File: src/rtl/run_before_decoder.sv
// H.264 CAVLC run_before decoder: one code per cycle from a peek window.
// Produces the 16-entry run list for one block, with stall and error handling.
module run_before_decoder #(
  parameter int WIN_W = 16
) (
  input  logic             clk,
  input  logic             rst,
  input  logic             h264_reset,
  input  logic             dec_start,
  input  logic [4:0]       total_coeff,
  input  logic [4:0]       total_zero_cnt,
  input  logic [WIN_W-1:0] bs_window,
  input  logic             bs_valid,
  output logic             bs_consume,
  output logic [3:0]       bs_len,
  output logic [4:0]       runbefore_list [0:15],
  output logic             busy,
  output logic             dec_done,
  output logic             dec_err
);

  typedef enum logic [1:0] {
    S_IDLE,
    S_DECODE,
    S_FINISH
  } state_t;

  state_t     r_state;
  logic [4:0] r_list [0:15];
  logic [3:0] r_idx;
  logic [4:0] r_zl;
  logic [4:0] r_cnt;
  logic       r_err;

  logic [10:0] w_b11;
  logic [2:0]  w_t3;
  logic [3:0]  w_lz;
  logic [4:0]  w_run;
  logic [3:0]  w_len;
  logic        w_bad;
  logic        w_stop;
  logic        w_last;
  logic        w_go;

  assign w_b11 = bs_window[WIN_W-1 -: 11];
  assign w_t3  = w_b11[10:8];

  if (WIN_W > 11) begin : g_tail
    logic w_unused;
    assign w_unused = ^bs_window[WIN_W-12:0];
  end

  // Leading-zero count over the 11-bit peek; 11 means no 1 seen.
  always_comb begin
    w_lz = 4'd11;
    for (int i = 0; i < 11; i++)
      if (w_b11[i]) w_lz = 4'(10 - i);
  end

  always_comb begin
    w_run = '0;
    w_len = '0;
    unique case (1'b1)
      (r_zl == 5'd1): begin
        w_run = {4'd0, ~w_t3[2]};
        w_len = 4'd1;
      end
      (r_zl == 5'd2): begin
        if (w_t3[2]) begin
          w_len = 4'd1;
        end else begin
          w_run = w_t3[1] ? 5'd1 : 5'd2;
          w_len = 4'd2;
        end
      end
      (r_zl == 5'd3): begin
        w_run = 5'd3 - {3'd0, w_t3[2:1]};
        w_len = 4'd2;
      end
      (r_zl == 5'd4): begin
        if (|w_t3[2:1]) begin
          w_run = 5'd3 - {3'd0, w_t3[2:1]};
          w_len = 4'd2;
        end else begin
          w_run = w_t3[0] ? 5'd3 : 5'd4;
          w_len = 4'd3;
        end
      end
      (r_zl == 5'd5): begin
        if (w_t3[2]) begin
          w_run = w_t3[1] ? 5'd0 : 5'd1;
          w_len = 4'd2;
        end else begin
          w_run = 5'd5 - {3'd0, w_t3[1:0]};
          w_len = 4'd3;
        end
      end
      (r_zl == 5'd6): begin
        w_len = 4'd3;
        unique case (w_t3)
          3'b110,
          3'b111: begin
            w_run = 5'd0;
            w_len = 4'd2;
          end
          3'b000: w_run = 5'd1;
          3'b001: w_run = 5'd2;
          3'b011: w_run = 5'd3;
          3'b010: w_run = 5'd4;
          3'b101: w_run = 5'd5;
          3'b100: w_run = 5'd6;
        endcase
      end
      (r_zl > 5'd6): begin
        if (w_lz < 4'd3) begin
          w_run = 5'd7 - {2'd0, w_t3};
          w_len = 4'd3;
        end else begin
          w_run = {1'b0, w_lz} + 5'd4;
          w_len = w_lz + 4'd1;
        end
      end
      default: ;
    endcase
  end

  assign w_bad  = ((r_zl > 5'd6) && (w_lz == 4'd11)) ||
                  (w_run > r_zl);
  assign w_stop = r_err || (r_cnt == 5'd0);
  assign w_last = (r_zl == 5'd0) ||
                  ({1'b0, r_idx} == r_cnt - 5'd1);
  assign w_go   = (r_state == S_DECODE) && !w_stop &&
                  !w_last && bs_valid && !w_bad;

  assign bs_consume     = w_go;
  assign bs_len         = w_go ? w_len : 4'd0;
  assign busy           = (r_state != S_IDLE);
  assign dec_done       = (r_state == S_FINISH);
  assign dec_err        = dec_done && r_err;
  assign runbefore_list = r_list;

  always_ff @(posedge clk) begin
    if (!rst || h264_reset) begin
      r_state <= S_IDLE;
      for (int k = 0; k < 16; k++) r_list[k] <= '0;
      r_idx <= '0;
      r_zl  <= '0;
      r_cnt <= '0;
      r_err <= 1'b0;
    end else begin
      unique case (r_state)
        S_IDLE: begin
          if (dec_start) begin
            for (int k = 0; k < 16; k++) r_list[k] <= '0;
            r_idx   <= '0;
            r_zl    <= total_zero_cnt;
            r_cnt   <= total_coeff;
            r_err   <= (total_coeff > 5'd16) ||
                       (total_zero_cnt > 5'd15);
            r_state <= S_DECODE;
          end
        end
        S_DECODE: begin
          if (w_stop) begin
            r_state <= S_FINISH;
          end else if (w_last) begin
            r_list[r_idx] <= r_zl;
            r_state       <= S_FINISH;
          end else if (bs_valid) begin
            if (w_bad) begin
              r_err   <= 1'b1;
              r_state <= S_FINISH;
            end else begin
              r_list[r_idx] <= w_run;
              r_zl          <= r_zl - w_run;
              r_idx         <= r_idx + 4'd1;
            end
          end
        end
        S_FINISH: r_state <= S_IDLE;
        default:  r_state <= S_IDLE;
      endcase
    end
  end

endmodule
File: config.mk
export PLATFORM = sky130hd
export DESIGN_NAME = run_before_decoder
export DESIGN_NICKNAME = d
export VERILOG_FILES = /design/src/rtl/run_before_decoder.sv
export SDC_FILE = /design/constraint.sdc
export NUM_CORES = 1
export LEC_CHECK = 0
export CORE_MARGIN = 2
export CORE_UTILIZATION = 45
export CTS_BUF_LIST = sky130_fd_sc_hd__clkbuf_4
export DETAILED_ROUTE_END_ITERATION = 6
export MAX_ROUTING_LAYER = met4
export PLACE_DENSITY = 0.84
export REMOVE_ABC_BUFFERS = 1
export SETUP_SLACK_MARGIN = 0.4
export SYNTH_ARGS = -nofsm -noshare
export SYNTH_HDL_FRONTEND = slang
export SYNTH_SLANG_ARGS = --single-unit
File: constraint.sdc
create_clock -name clk -period 6.9 [get_ports clk]
set_clock_uncertainty 0.15 [all_clocks]
set_input_delay 1.38 -clock clk [delete_from_list [all_inputs] [get_ports clk]]
set_output_delay 1.38 -clock clk [all_outputs]
set_load 0.02 [all_outputs]
==> out/qor.yml <==
cts_made_buffers: 9
io_pins: 119
cp_top_family: "simple AND/OR/NAND/NOR gates"
count_of_non_filler_cells_in_the_finished_layout: 886
cts_hold_buf: 0
avgRoutedWirePerCell_um: 16.6
drc: 0
gr-total-overflow: 0
antenna_found_initial: 0
drt-pass1-iter-count: 6
dieWidth_um: 108
placement_rows: 38
numPortBuffers: 113
grt_first_pass_wirelength_mm: 23.1
synth.cell_area_sq_um: 4890
finalHoldViolCount: 0
critPathBufInv: 4
worst_setup_path_end_kind: "output port"
power_density_nw_per_um2: 157
timing.final.ws_setup_ps: 554
syn_inst_count: 606
final.setup.tns_ps: 0
critical-path-max-stage-delay_ps: 540
routed_wl_mm: 14.7
hold_path_class: "flip-flop to flip-flop"
avgViaCountPerCell: 5.85
setup_viol_count_final: 0
fin_crit_ps: 6350
critical_path_class: "primary input to output port"
post_synth_main_area_contributors: "dfxtp_1, o21ai_0, nand2_1"
area.growth.synth_to_final_pct: 35.2
grt_pass1_vias: 4855
timing.slew.headroom_pct: 34.1
htreeDepth: 3
routability_congestion: 0.955
outcome: "finished, final reports clean"
synth.most_common_cell: "dfxtp_1"
min_period_over_period_pct: 92.0
fp.coreArea_sq_um: 10700
fill_cells: 938
detailedPlacementHpwl_mm: 11.1
irDropWorstVdd_v: 0.0000813
synth-main-ff-cell: "dfxtp_1"
crit_arrival_ps: 4820
max_clock_freq_mhz: 158
synth_top_area_share_pct: 39.7
synth.avg_cell_area_sq_um: 8.07
synth_largest_area_cell: "dfxtp_1"
dieHeight_um: 108
post_synth_most_frequent_cells: "dfxtp_1, nand2_1, o21ai_0"
clock_sink_count: 97
worst_setup_hold_path_clk_slew_ps: 180
cts-root-buf: "clkbuf_4"
crit_path_start_kind: "primary input"
async_flop_share_pct: 0
clock_tree_from_tritoncts: "built"
grt_max_degree: 23
floorplan.die_area_sq_um: 11700
synth-seq-area-share_pct: 39.7
report.final.slew_viol_count: 0
worstMarginPinSlew_ps: 989
worst-path-max-fanout: 4
rsz_0062_raised_after_global_routing: "no"
ant_nets: 0
dr_vias: 5179
cap_violations: 0
slowest_stage: "or4_4"
clock_tree.buffer_depth: 2
num-nets-final: 788
synth_cell_type_count: 70
drt_iter0_drc: 382
path_cells: "clkdlybuf4s15_1, or4_4, nor2_4, inv_2, ha_2, a21boi_2, buf_4, mux2i_1, a22oi_1, o211ai_1, ha_2, nor2b_2, o31a_1, o311ai_4, or3_4, nor4_4, buf_4"
preCtsSetupSlack_ps: -402
proportion_of_layout_cells_with_a_drive_suffix_above_1_pct: 13.9
diodes: 0
track_usage_pct: 25.4
synth.yosys.warnings: 0
cellLeakagePower_nw: 2.37
floorplan.initialDensity_pct: 45.7
cp.required_ps: 5370
worst_skew_pair.late_latency_ps: 480
synth-edff-count: 0
placedCellCount: 862
synth-seq-cells: 97
==> power breakdown <==
group	switching [mW]	internal, mW	total [mW]
registers	0.00881	0.564	0.572
clock network	0.213	0.0811	0.294
logic	0.0974	0.0722	0.170
==> cell type report <==
type,instances,area [sq um],share of cell area (%)
clock buffers,9,67.6,1.02
clock inverters,7,66.3,1.00
inverters,15,57.6,0.870
multi-input cells,461,2850,43.0
flip-flops and latches,97,1940,29.4
well taps,140,175,2.65
repair buffers,157,1460,22.1
==> sequential cells by signal, indices dropped and copies added (netlist names) <==
signal,count
r_state,2
r_cnt,5
r_idx,4
r_err,1
runbefore_list,80
r_zl,5
==> logic make-up (layout without fill, tap and decap cells) <==
| logic type | after synthesis | in the layout | share of synthesized area (%) |
|---|---|---|---|
| adder cells (fa/ha/maj) | 16 | 16 | 4.25 |
| buffers and inverters | 48 | 188 | 4.14 |
| AO/OA/AOI/OAI | 206 | 206 | 27.4 |
| XOR/XNOR | 9 | 9 | 1.61 |
| flip-flops | 97 | 97 | 39.7 |
| AND/OR/NAND/NOR | 223 | 223 | 21.4 |
| multiplexers | 7 | 7 | 1.43 |
==> per-stage QoR <==
stage | power (mW) | instance area (sq um) | util [%] | hold slack, ps
floorplan | 0.676 | 4750 | - | 310
global placement | 0.736 | 6320 | 59.1 | 285
detailed placement | 0.741 | 6320 | 59.1 | 294
CTS | 1.02 | 6520 | 60.9 | 320
global route | 1.07 | 6610 | 61.8 | 347
finish | 1.04 | 6610 | 61.8 | 321
==> worst register-to-register path, delay by kind of cell (launching register included) <==
kind,cells,cell delay (ps)
DFF,1,830
adders and majority gates,1,270
AOI/OAI and AO/OA,8,2490
and+or+nand+nor,3,490
buffers and inverters,1,210
==> routing by layer <==
layer | GRT usage [%] | part of all wire [%] | up-vias
met1 | 30.3 | 41 | 2438
met3 | 4.46 | 7.6 | 45
met5 | - | 0 | -
met2 | 42.7 | 49 | 253
met4 | 9.89 | 2.3 | 0
li1 | - | - | 2443
==> path summary, 6_finish.rpt <==
path / from / end / slack (ps) / cells past startpoint
worst max-delay path: bs_window[12] / bs_len[3] / 550 / 17
worst max register to register: r_zl[1] / runbefore_list[38] / 2410 / 13
worst min register to register: runbefore_list[72] / runbefore_list[72] / 320 / 2
worst min-delay path: runbefore_list[72] / runbefore_list[72] / 320 / 2
==> timing repair <==
item,in CTS,in global routing
buffers inserted,3,5
gates resized for setup,44,23
pin swaps,9,17
cloned,0,0
setup endpoints to repair,5,5
==> placed cells by master, fill, tap and decap left out, types with 3 or more instances in the layout <==
cell and n:
a311oi_1 3, o21ai_1 16, nand2b_1 8, buf_2 3
xor2_1 3, clkbuf_4 9, dfxtp_1 97, mux2i_1 7
ha_1 11, nor3b_1 3, clkinv_4 4, a21oi_1 29
clkdlybuf4s50_1 97, o21ai_0 85, inv_1 13, dlymetal6s2s_1 9
nand4_1 3, and2_1 5, a31oi_1 6, or3_1 3
nor2b_1 6, o31ai_1 10, a21oi_2 5, a211oi_1 7
xnor2_1 6, nand3_1 27, nor2_1 37, nand3b_1 3
a211o_1 3, buf_4 46, o2bb2ai_1 4, nand2_1 94
ha_2 4, o21a_1 3, nor3_1 11
No activity file was read; power rests on OpenSTA's default activity.
